[config.mk]
export PLATFORM = sky130hd
export DESIGN_NAME = hit_resolver
export DESIGN_NICKNAME = d
export VERILOG_FILES = /design/src/rtl/combat_pkg.sv /design/src/rtl/box_overlap.sv /design/src/rtl/hit_resolver.sv
export SDC_FILE = /design/constraint.sdc
export NUM_CORES = 1
export LEC_CHECK = 0
export BUFFER_PORTS_ARGS = -buffer_cell sky130_fd_sc_hd__buf_2
export CAP_MARGIN = 20
export CORE_ASPECT_RATIO = 0.5
export CORE_UTILIZATION = 23
export DETAILED_ROUTE_END_ITERATION = 12
export SLEW_MARGIN = 20
export SYNTH_ARGS = -nofsm -noshare
export SYNTH_HDL_FRONTEND = slang
export SYNTH_SLANG_ARGS = --single-unit
[constraint.sdc]
create_clock -name clk -period 5.7 [get_ports clk]
set_clock_uncertainty 0.1 [all_clocks]
set_input_delay 1.14 -clock clk [delete_from_list [all_inputs] [get_ports clk]]
set_output_delay 1.14 -clock clk [all_outputs]
set_load 0.05 [all_outputs]
[src/rtl/combat_pkg.sv]
// Shared combat definitions: player state codes, hit flag codes,
// box field offsets within the 120-bit packing and resolver FSM encoding.
package combat_pkg;

  typedef enum logic [3:0] {
    S_IDLE              = 4'd0,
    S_MOVEFORWARDS      = 4'd1,
    S_MOVEBACKWARDS     = 4'd2,
    S_B_ATTACK_START    = 4'd3,
    S_B_ATTACK_END      = 4'd4,
    S_B_ATTACK_RECOVERY = 4'd5,
    S_D_ATTACK_START    = 4'd6,
    S_D_ATTACK_END      = 4'd7,
    S_D_ATTACK_RECOVERY = 4'd8,
    S_HITSTUN           = 4'd9,
    S_BLOCKSTUN         = 4'd10
  } player_state_t;

  typedef enum logic [1:0] {
    NOT_HIT   = 2'b00,
    HIT_BASIC = 2'b01,
    HIT_DIR   = 2'b10
  } hit_t;

  typedef enum logic [1:0] {
    ST_FIGHT = 2'd0,
    ST_KO    = 2'd1,
    ST_OVER  = 2'd2
  } resolver_state_t;

  // Box packing: {basic, dir, hurt}, each box {x1, x2, y1, y2}, 10 bits per field
  localparam int COORD_W   = 10;
  localparam int BOX_W     = 4 * COORD_W;
  localparam int BASIC_OFS = 2 * BOX_W;
  localparam int DIR_OFS   = BOX_W;
  localparam int HURT_OFS  = 0;
  localparam int X1_OFS    = 3 * COORD_W;
  localparam int X2_OFS    = 2 * COORD_W;
  localparam int Y1_OFS    = COORD_W;
  localparam int Y2_OFS    = 0;

  localparam logic [2:0] HEALTH_INIT  = 3'd5;
  localparam logic [2:0] BLOCK_INIT   = 3'd3;
  localparam logic [2:0] DMG_BASIC    = 3'd1;
  localparam logic [2:0] DMG_DIR      = 3'd2;
  localparam logic [5:0] KO_HOLD      = 6'd40;
  localparam logic [7:0] REGEN_FRAMES = 8'd120;

  typedef struct packed {
    logic [2:0] health;
    logic [2:0] block;
    logic       blocked;
  } defense_t;

  // Outcome for a defender this frame: a backwards-walking defender with charges
  // spends one, otherwise health drops by the attack damage, clamped at zero.
  function automatic defense_t resolve_defense(input logic [2:0] health,
                                               input logic [2:0] block,
                                               input logic [3:0] def_state,
                                               input logic       hit,
                                               input hit_t       kind);
    defense_t   r;
    logic [2:0] dmg;
    r.health  = health;
    r.block   = block;
    r.blocked = 1'b0;
    dmg = (kind == HIT_DIR) ? DMG_DIR : DMG_BASIC;
    if (hit) begin
      if (def_state == S_MOVEBACKWARDS && block != 3'd0) begin
        r.block   = block - 3'd1;
        r.blocked = 1'b1;
      end else begin
        r.health = (health > dmg) ? (health - dmg) : 3'd0;
      end
    end
    return r;
  endfunction

endpackage

[src/rtl/box_overlap.sv]
// Inclusive axis-aligned rectangle intersection between an attack box and a hurt box.
module box_overlap
  import combat_pkg::*;
(
  input  logic [BOX_W-1:0] atk_box,
  input  logic [BOX_W-1:0] hurt_box,
  output logic             overlap
);

  logic [COORD_W-1:0] ax1, ax2, ay1, ay2;
  logic [COORD_W-1:0] bx1, bx2, by1, by2;

  assign ax1 = atk_box[X1_OFS +: COORD_W];
  assign ax2 = atk_box[X2_OFS +: COORD_W];
  assign ay1 = atk_box[Y1_OFS +: COORD_W];
  assign ay2 = atk_box[Y2_OFS +: COORD_W];
  assign bx1 = hurt_box[X1_OFS +: COORD_W];
  assign bx2 = hurt_box[X2_OFS +: COORD_W];
  assign by1 = hurt_box[Y1_OFS +: COORD_W];
  assign by2 = hurt_box[Y2_OFS +: COORD_W];

  assign overlap = (ax1 <= bx2) && (bx1 <= ax2) && (ay1 <= by2) && (by1 <= ay2);

endmodule

[src/rtl/hit_resolver.sv]
// Combat judge: detects connecting attacks between two players each frame,
// applies damage or block, and runs the KO / round-over sequence.
// Optional feature macro: BLOCK_REGEN_EN (periodic block charge recharge).
module hit_resolver
  import combat_pkg::*;
(
  input  logic         clk,
  input  logic         rst,
  input  logic         round_start,
  input  logic [3:0]   p1_state,
  input  logic [3:0]   p2_state,
  input  logic [119:0] p1_boxes,
  input  logic [119:0] p2_boxes,
  output logic [1:0]   p1_hitFlag,
  output logic [1:0]   p2_hitFlag,
  output logic [2:0]   p1_health,
  output logic [2:0]   p2_health,
  output logic [2:0]   p1_block,
  output logic [2:0]   p2_block,
  output logic         game_over,
  output logic [1:0]   winner
);

  resolver_state_t state, state_nxt;

  logic             p1_swing, p2_swing;
  hit_t             p1_kind, p2_kind;
  logic [BOX_W-1:0] p1_atk_box, p2_atk_box;
  logic             p1_overlap, p2_overlap;
  logic             p1_vuln, p2_vuln;
  logic             p1_hits, p2_hits;
  logic             p1_hit_done, p2_hit_done;
  defense_t         p1_def, p2_def;
  logic [2:0]       p1_block_fight, p2_block_fight;
  hit_t             p1_flag_q, p2_flag_q;
  logic [5:0]       ko_cnt;

  // Attackers in an active frame pick their basic or directional box
  assign p1_swing   = (p1_state == S_B_ATTACK_END) || (p1_state == S_D_ATTACK_END);
  assign p2_swing   = (p2_state == S_B_ATTACK_END) || (p2_state == S_D_ATTACK_END);
  assign p1_kind    = (p1_state == S_D_ATTACK_END) ? HIT_DIR : HIT_BASIC;
  assign p2_kind    = (p2_state == S_D_ATTACK_END) ? HIT_DIR : HIT_BASIC;
  assign p1_atk_box = (p1_state == S_D_ATTACK_END) ? p1_boxes[DIR_OFS +: BOX_W]
                                                   : p1_boxes[BASIC_OFS +: BOX_W];
  assign p2_atk_box = (p2_state == S_D_ATTACK_END) ? p2_boxes[DIR_OFS +: BOX_W]
                                                   : p2_boxes[BASIC_OFS +: BOX_W];

  box_overlap u_p1_on_p2 (
    .atk_box  (p1_atk_box),
    .hurt_box (p2_boxes[HURT_OFS +: BOX_W]),
    .overlap  (p1_overlap)
  );

  box_overlap u_p2_on_p1 (
    .atk_box  (p2_atk_box),
    .hurt_box (p1_boxes[HURT_OFS +: BOX_W]),
    .overlap  (p2_overlap)
  );

  // A defender already reeling from a hit or block cannot be hit again
  assign p1_vuln = !((p1_state == S_HITSTUN) || (p1_state == S_BLOCKSTUN));
  assign p2_vuln = !((p2_state == S_HITSTUN) || (p2_state == S_BLOCKSTUN));

  assign p1_hits = (state == ST_FIGHT) && p1_swing && p1_overlap && p2_vuln && !p1_hit_done;
  assign p2_hits = (state == ST_FIGHT) && p2_swing && p2_overlap && p1_vuln && !p2_hit_done;

  // p1_def is player 1 as defender (hit by player 2) and vice versa
  assign p1_def = resolve_defense(p1_health, p1_block, p1_state, p2_hits, p2_kind);
  assign p2_def = resolve_defense(p2_health, p2_block, p2_state, p1_hits, p1_kind);

`ifdef BLOCK_REGEN_EN
  logic [7:0] p1_regen_cnt, p2_regen_cnt;
  logic       p1_regen_tick, p2_regen_tick;
  logic       p1_regen_hold, p2_regen_hold;

  assign p1_regen_hold = p1_def.blocked || (p1_state == S_BLOCKSTUN);
  assign p2_regen_hold = p2_def.blocked || (p2_state == S_BLOCKSTUN);
  assign p1_regen_tick = (p1_regen_cnt == REGEN_FRAMES - 8'd1) && !p1_regen_hold;
  assign p2_regen_tick = (p2_regen_cnt == REGEN_FRAMES - 8'd1) && !p2_regen_hold;

  assign p1_block_fight = (p1_regen_tick && p1_block < BLOCK_INIT) ? p1_block + 3'd1
                                                                   : p1_def.block;
  assign p2_block_fight = (p2_regen_tick && p2_block < BLOCK_INIT) ? p2_block + 3'd1
                                                                   : p2_def.block;

  // Recharge timers run only while fighting and restart on any block activity
  always_ff @(posedge clk or posedge rst) begin
    if (rst) begin
      p1_regen_cnt <= 8'd0;
      p2_regen_cnt <= 8'd0;
    end else if (state == ST_OVER && round_start) begin
      p1_regen_cnt <= 8'd0;
      p2_regen_cnt <= 8'd0;
    end else if (state == ST_FIGHT) begin
      p1_regen_cnt <= (p1_regen_hold || p1_regen_tick) ? 8'd0 : p1_regen_cnt + 8'd1;
      p2_regen_cnt <= (p2_regen_hold || p2_regen_tick) ? 8'd0 : p2_regen_cnt + 8'd1;
    end
  end
`else
  assign p1_block_fight = p1_def.block;
  assign p2_block_fight = p2_def.block;
`endif

  // Round state register
  always_ff @(posedge clk or posedge rst) begin
    if (rst) state <= ST_FIGHT;
    else     state <= state_nxt;
  end

  // Round sequencing: fight until a KO, hold, then wait for a new round
  always_comb begin
    state_nxt = state;
    case (state)
      ST_FIGHT: if (p1_def.health == 3'd0 || p2_def.health == 3'd0) state_nxt = ST_KO;
      ST_KO:    if (ko_cnt == KO_HOLD - 6'd1) state_nxt = ST_OVER;
      ST_OVER:  if (round_start) state_nxt = ST_FIGHT;
      default:  state_nxt = ST_FIGHT;
    endcase
  end

  // Hit latches, flags, health/block, KO timer and winner
  always_ff @(posedge clk or posedge rst) begin
    if (rst) begin
      p1_hit_done <= 1'b0;
      p2_hit_done <= 1'b0;
      p1_flag_q   <= NOT_HIT;
      p2_flag_q   <= NOT_HIT;
      p1_health   <= HEALTH_INIT;
      p2_health   <= HEALTH_INIT;
      p1_block    <= BLOCK_INIT;
      p2_block    <= BLOCK_INIT;
      ko_cnt      <= 6'd0;
      winner      <= 2'b00;
    end else begin
      if (state == ST_OVER && round_start) p1_hit_done <= 1'b0;
      else if (p1_hits)                    p1_hit_done <= 1'b1;
      else if (!p1_swing)                  p1_hit_done <= 1'b0;

      if (state == ST_OVER && round_start) p2_hit_done <= 1'b0;
      else if (p2_hits)                    p2_hit_done <= 1'b1;
      else if (!p2_swing)                  p2_hit_done <= 1'b0;

      p1_flag_q <= NOT_HIT;
      p2_flag_q <= NOT_HIT;

      case (state)
        ST_FIGHT: begin
          if (p2_hits) p1_flag_q <= p2_kind;
          if (p1_hits) p2_flag_q <= p1_kind;
          p1_health <= p1_def.health;
          p2_health <= p2_def.health;
          p1_block  <= p1_block_fight;
          p2_block  <= p2_block_fight;
          ko_cnt    <= 6'd0;
          if (state_nxt == ST_KO)
            winner <= {p1_def.health == 3'd0, p2_def.health == 3'd0};
        end
        ST_KO: begin
          ko_cnt <= ko_cnt + 6'd1;
        end
        ST_OVER: begin
          if (round_start) begin
            p1_health <= HEALTH_INIT;
            p2_health <= HEALTH_INIT;
            p1_block  <= BLOCK_INIT;
            p2_block  <= BLOCK_INIT;
            winner    <= 2'b00;
          end
        end
        default: ;
      endcase
    end
  end

  assign p1_hitFlag = p1_flag_q;
  assign p2_hitFlag = p2_flag_q;
  assign game_over  = (state == ST_KO) || (state == ST_OVER);

endmodule
* Word level (Yosys, flattened, before mapping)
Cells that the tools add are included.
** Operators by class
- Add/subtract/negate cells :: 5
- Multiply operators :: 0
- Divide/modulo/power cells :: 0
- Magnitude comparators :: 10
- Equality and inequality tests :: 24
- Shift operators :: 0
- Mux-type cells :: 38
- Bitwise operators :: 0
- Reduce and logical (&&, ||, !) cells :: 38
** Operators with widths (count)
- less-or-equal comparator 10 bit :: 8
- 2-to-1 mux 40 bit :: 2
- 2-to-1 mux 2 bit :: 13
- one-hot mux 3 bit (2 select lines) :: 4
- 2-to-1 mux 3 bit :: 6
- logical AND 1 bit :: 17
- equality test 4 x 3 -> 1 bit (second input constant) :: 4
- equality test 4 bit (second input constant) :: 4
- 2-to-1 mux 7 bit :: 2
- one-hot mux 6 bit (2 select lines) :: 1
- equality test 4 x 2 -> 1 bit (second input constant) :: 2
- 2-to-1 mux 4 bit :: 2
- AND reduction 4 bit :: 2
- adder 6 x 1 -> 6 bit (second input constant) :: 1
- equality test 2 bit (second input constant) :: 3
- equality test 6 bit (second input constant) :: 1
- > comparator 3 x 2 -> 1 bit :: 2
- zero test 3 bit :: 2
- logical OR 1 bit :: 6
- 2-to-1 mux 1 bit :: 6
- != test 2 x 1 -> 1 bit (second input constant) :: 3
- != test 2 bit (second input constant) :: 3
- != test 3 x 1 -> 1 bit (second input constant) :: 2
- one-hot mux 2 bit (3 select lines) :: 1
- other kinds (10) :: 18
** Word-level totals
- Register bits :: 28
- Bits in latches :: 0
- RAM bits :: 0
- ROM bits :: 0
- Bits of input ports :: 251
- Output and inout bits :: 19
- Logic and storage cells :: 126
- Memories :: 0

* Depth between registers and ports, before layout
- Depth in word-level cells :: 17
- Gate-level depth with buffers :: 14
- Depth with buffers taken out :: 12

* By module
From an unflattened synthesis, not the netlist that was laid out.
** Unflattened totals
- Cells, all modules :: 575
- Area, all modules :: 4878.4 um2
** Modules (own cells, without submodules)
- hit_resolver :: instances 1, cells an instance 289, area an instance 2808.9 um2, seq. area each 710.7 um2
- box_overlap :: instances 2, cells an instance 143, area an instance 1034.7 um2, seq. area each 0.0 um2

* Worst setup path after synthesis
OpenSTA, ideal clock, no wires.
- Path type :: in2reg
- Start :: input port p1_state[2]
- End :: register winner[0]
- Library setup time :: 132 ps
- Arrival time :: 4366 ps
- Data required time :: 5468 ps
- Setup slack :: 1102 ps
- Stages :: 14
- Path buffers :: 2
- Cell sequence :: nor2b_1 -> nand3_1 -> buf_1 -> mux2i_1 -> ha_1 -> nand4_1 -> or3_4 -> a2111oi_4 -> o21ai_1 -> or4b_1 -> buf_2 -> mux2i_4 -> a31oi_1 -> o22ai_1
** Between the ends
- Longest elaborated chain between the ends :: 17
- Elaborated cells on any way between the ends :: 43
- Classes of those cells :: add/sub (1); order compare (5); eq/ne (8); mux (12); reduce/logical (17)
** Ends and longest elaborated chain
- start: declaration :: line hit_resolver.sv:10 : input logic [3:0] p1_state,
- equality test 4 x 3 -> 1 bit :: line hit_resolver.sv:39, hit_resolver.sv:41, hit_resolver.sv:43
- 2-to-1 mux 40 bit :: line hit_resolver.sv:43 : assign p1_atk_box = (p1_state == S_D_ATTACK_END) ? p1_boxes[DIR_OFS +: BOX_W]
- less-or-equal comparator 10 bit :: line box_overlap.sv:22 : assign overlap = (ax1 <= bx2) && (bx1 <= ax2) && (ay1 <= by2) && (by1 <= ay2);
- logical AND 1 bit (3 in series) :: line box_overlap.sv:22
- logical AND 1 bit (3 in series) :: line hit_resolver.sv:64 : assign p1_hits = (state == ST_FIGHT) && p1_swing && p1_overlap && p2_vuln && !p1_hit_done;
- 2-to-1 mux 7 bit :: line combat_pkg.sv:68 : if (hit) begin
- zero test 3 bit :: line hit_resolver.sv:114, hit_resolver.sv:156
- logical OR 1 bit :: line hit_resolver.sv:114 : ST_FIGHT: if (p1_def.health == 3'd0 || p2_def.health == 3'd0) state_nxt = ST_KO;
- 2-to-1 mux 2 bit :: line hit_resolver.sv:114
- one-hot mux 2 bit (3 select lines) :: line hit_resolver.sv:113 : case (state)
- equality test 2 x 1 -> 1 bit :: line hit_resolver.sv:155 : if (state_nxt == ST_KO)
- != test 2 x 1 -> 1 bit (no line)
- AND reduction 3 bit (no line)
- end signal: assignment :: line hit_resolver.sv:156 : winner <= {p1_def.health == 3'd0, p2_def.health == 3'd0};
- end: declaration :: line hit_resolver.sv:21 : output logic [1:0] winner
Parallel ways exist; a longest one is shown, timed or not. The select of a mux whose other input is x is not followed.
A chain may end at the register's enable or synchronous reset.

* Worst setup path after layout
Ends and elaborated chain as after synthesis.

==> metrics.md <==
| Metric | Value |
|---|---|
| Total core area | 19500 µm² |
| Slew headroom | 0.568 |
| Worst hold path type | flop to flop |
| Area growth from synthesis to layout | 38.6% |
| Pwr per Cell Area | 186 nW/µm² |
| Via density per instance | 4.58 |
| Max Fclk | 196 MHz |
| Clock power frac | 0.177 |
| Avg WL per Cell | 14.8 µm |
| Quantity of hold-fixing buffers added after cts | 0 |
| Status | finished, final reports clean |
| Most common library cell in the layout ignoring fill and taps | buf_2 |
| Total Routed Length | 15.9 mm |
| Clock-pin transition on the worst setup and hold timing paths | 0.07 ns |
| Detailed Place HPWL | 14.2 mm |
| Worst slack at placement | 0.340 ns |
| Share of Yosys cell area claimed by the top area cell type | 0.253 |
| Vias in the first global route | 4713 |
| Area leader, netlist | ha_1 |
| DRC errors left | 0 |
| Number of iterations in the first detailed-routing pass | 4 |
| # resized after CTS | 0 |
| Async set-reset flop share out of synthesis | 1.00 |
| Slew at the pin with the worst max-slew slack | 0.638 ns |
| TritonCTS clock tree | yes |
| Worst-path fanout max | 20 |
| Unique masters post-synth | 56 |
| Yosys reg bits | 28 |
| Leading cell types in the layout, fill and taps excluded | buf_2 (269), ha_1 (93), inv_1 (70) |
| Multiplexer share of the synthesized area | 0.195 |
| Overall die area | 20600 µm² |
| Number of hold-slack violations in the final timing report | 0 |
| H-tree lvl count | 1 |
| Synth Area in XOR/XNOR | 0.00763 |
| Switching share of power | 0.447 |
| Synth Area in Adders | 0.262 |
| Die Width | 202 µm |
| Post-CTS setup buffer count | 0 |
| Wire length of the first global-routing pass | 23.9 mm |
| Largest net degree at the start of global routing | 29 |
| Synthesized cell area | 4590 µm² |
| Final Setup Violations | 0 |
| Cell depth of the worst min-delay path | 1 |
| Ratio of cells with drive above 1 in the final layout | 0.421 |
| Total number of placement rows | 36 |
| Slew Viols, Final | 0 |
| Initial core utilization | 0.235 |
| Fillers | 2058 |
| Post-route setup slack | 0.603 ns |
| Worst Path Class, Setup | primary input to flop |
| Initial antenna violation count | 0 |
| Root buffer cell | clkbuf_16 |
| Leakage | 3.59 nW |
| Required time of the critical path | 5.74 ns |
| Buffers from clock root to sink, at most | 2 |
| Number of standard cells after synthesis | 540 |
| Share of power burned in combinational logic | 0.584 |
| Setup tns final | 0 ns |
| Fraction of the mapped netlist area in compound gates | 0.169 |
| Antenna cell count | 0 |
| Arrival time at the worst endpoint | 5.14 ns |
| Number of flops mapped to enable cells by yosys | 0 |
| Number of nets in the synthesized netlist | 886 |
| Worst IR Drop VDD | 0.163 mV |
| Register share of total power | 0.240 |
| Final weighted congestion of routability-driven global placement | 0.901 |
| Number of DRC markers after the initial detailed-route iteration | 202 |
| Total clock buffers created by CTS | 3 |
| Synthesized area divided by synthesized cell count | 8.50 µm² |
| Total via count in the routed design | 4898 |
| Sequential-to-total area share from yosys stat | 0.155 |
| Worst R2R Path Depth | 10 |
| Area fraction in and, or, nand and nor cells after synthesis | 0.141 |
| Type of element capturing the critical path | flop |
| Global-route congestion overflow total | 0 |
| Latest clock arrival within the worst-skew pair | 0.27 ns |
| Post-layout nets | 1150 |
| Number of antenna-violating nets in the routed design | 0 |
| Cell types with the largest area share after synthesis | ha_1 (25%), dfrtp_1 (11%), mux2_2 (10%), mux2i_1 (8.9%), inv_1 (5.7%) |
| Synth Flop Type | dfrtp_1 |
| Design internal power | 655 µW |
| RSZ-0062 raised after global routing | no |
| Nature of the critical path startpoint | primary input |
| Share of the cycle needed by the critical path after routing | 0.894 |
| Dominant combinational cell family by area after synthesis | adder cells |
| Y dimension of the die | 102 µm |
| Total Routing Usage GR | 0.145 |
| Port Buf Inserts | 269 |
| Maximum Capacitance Violations | 0 |
| Net switching component of the power | 529 µW |
| Number of top-level design ports | 270 |
| YS warnings | 0 |
| Sink Count | 28 |
| Minimum clock period | 5.10 ns |
[synth_stat cells, types with 4 or more instances]
master and n:
a2111oi_0 5, a211oi_1 10, a21o_1 4, a21oi_1 31
clkbuf_1 11, dfrtp_1 20, dfstp_2 8, ha_1 93
inv_1 70, mux2_2 41, mux2i_1 41, nand2_1 34
nand2b_1 12, nand3_1 7, nand4_1 16, nor2_1 20
nor2b_1 8, nor3_1 11, nor4_1 6, o21ai_0 27
o21ai_1 6, o22ai_1 7
[worst max-delay path, cell delays in order]
cell and delay, ns:
buf_2 0.10, nor2b_1 0.24, nand3_2 0.53, buf_4 0.44, mux2i_1 0.15, ha_1 0.33, nand4_1 0.12, or3_4 0.43
a2111oi_4 0.29, o21ai_1 0.13, or4b_1 0.64, mux2i_4 0.27, a31oi_1 0.21, o22ai_1 0.12
[power by group through the flow]
stage	registers [mW]	logic, mW	clock network, mW
2_1_floorplan	0.376	0.371	0
3_3_place_gp	0.287	0.676	0
3_5_place_dp	0.287	0.692	0
4_1_cts	0.284	0.697	0.213
5_1_grt	0.292	0.769	0.219
6_report	0.284	0.692	0.209
[routing by layer]
metal | part of all wire | up-vias | track usage
li1 | - | 2512 | -
met1 | 0.46 | 2287 | 0.193
met2 | 0.50 | 87 | 0.262
met3 | 0.027 | 12 | 0.0102
met4 | 0.011 | 0 | 0.0256
met5 | 0 | - | 0
[metrics by stage]
stage           util  hold slack (ns)  instance area (µm²)  power (mW)  std cells
6_report       0.326            0.392                 6360        1.18       1069
5_1_grt        0.326            0.451                 6360        1.28       1069
4_1_cts        0.326            0.399                 6360        1.19       1069
3_5_place_dp   0.321            0.390                 6260       0.979       1065
3_3_place_gp   0.321            0.384                 6260       0.962       1065
2_1_floorplan      -            0.352                 4590       0.747        540
[sequential cells by signal (all words and copies together) (netlist names)]
register,cells
p1_hit_done,1
p1_hitFlag,2
state,2
p1_block,3
p2_hitFlag,2
p1_health,3
p2_hit_done,1
p2_health,3
p2_block,3
ko_cnt,6
winner,2
[final timing paths]
| kind | startpoint | end | slack, ns |
|---|---|---|---|
| min in group asynchronous | rst | p2_hit_done$_DFFE_PP0P_ | 0.85 |
| max reg2reg | state[1]$_DFF_PP0_ | p1_health[1]$_DFFE_PP0P_ | 2.50 |
| min | ko_cnt[5]$_DFFE_PP0P_ | ko_cnt[5]$_DFFE_PP0P_ | 0.39 |
| max | p1_state[2] | winner[0]$_DFFE_PP0P_ | 0.60 |
| min reg2reg | ko_cnt[5]$_DFFE_PP0P_ | ko_cnt[5]$_DFFE_PP0P_ | 0.39 |
| max in group asynchronous | rst | p1_block[0]$_DFFE_PP1P_ | 4.34 |
[cell type report]
type,count,area [µm²],area share
timing repair buffer,274,1380,0.217
clock buffer,3,75.1,0.0118
multi-input combinational,426,3570,0.560
tap,266,333,0.0523
clock inverter,1,30.0,0.00472
inverter,71,267,0.0419
sequential,28,711,0.112
[kinds of logic after synthesis]
family / count (synthesis)
and+or+nand+nor: 126
adders and majority gates: 95
AOI/OAI and AO/OA: 118
buffers and inverters: 86
DFF: 28
xor gates and xnor gates: 4
muxes: 83
Note: power is estimated with default switching activity, not from simulation.
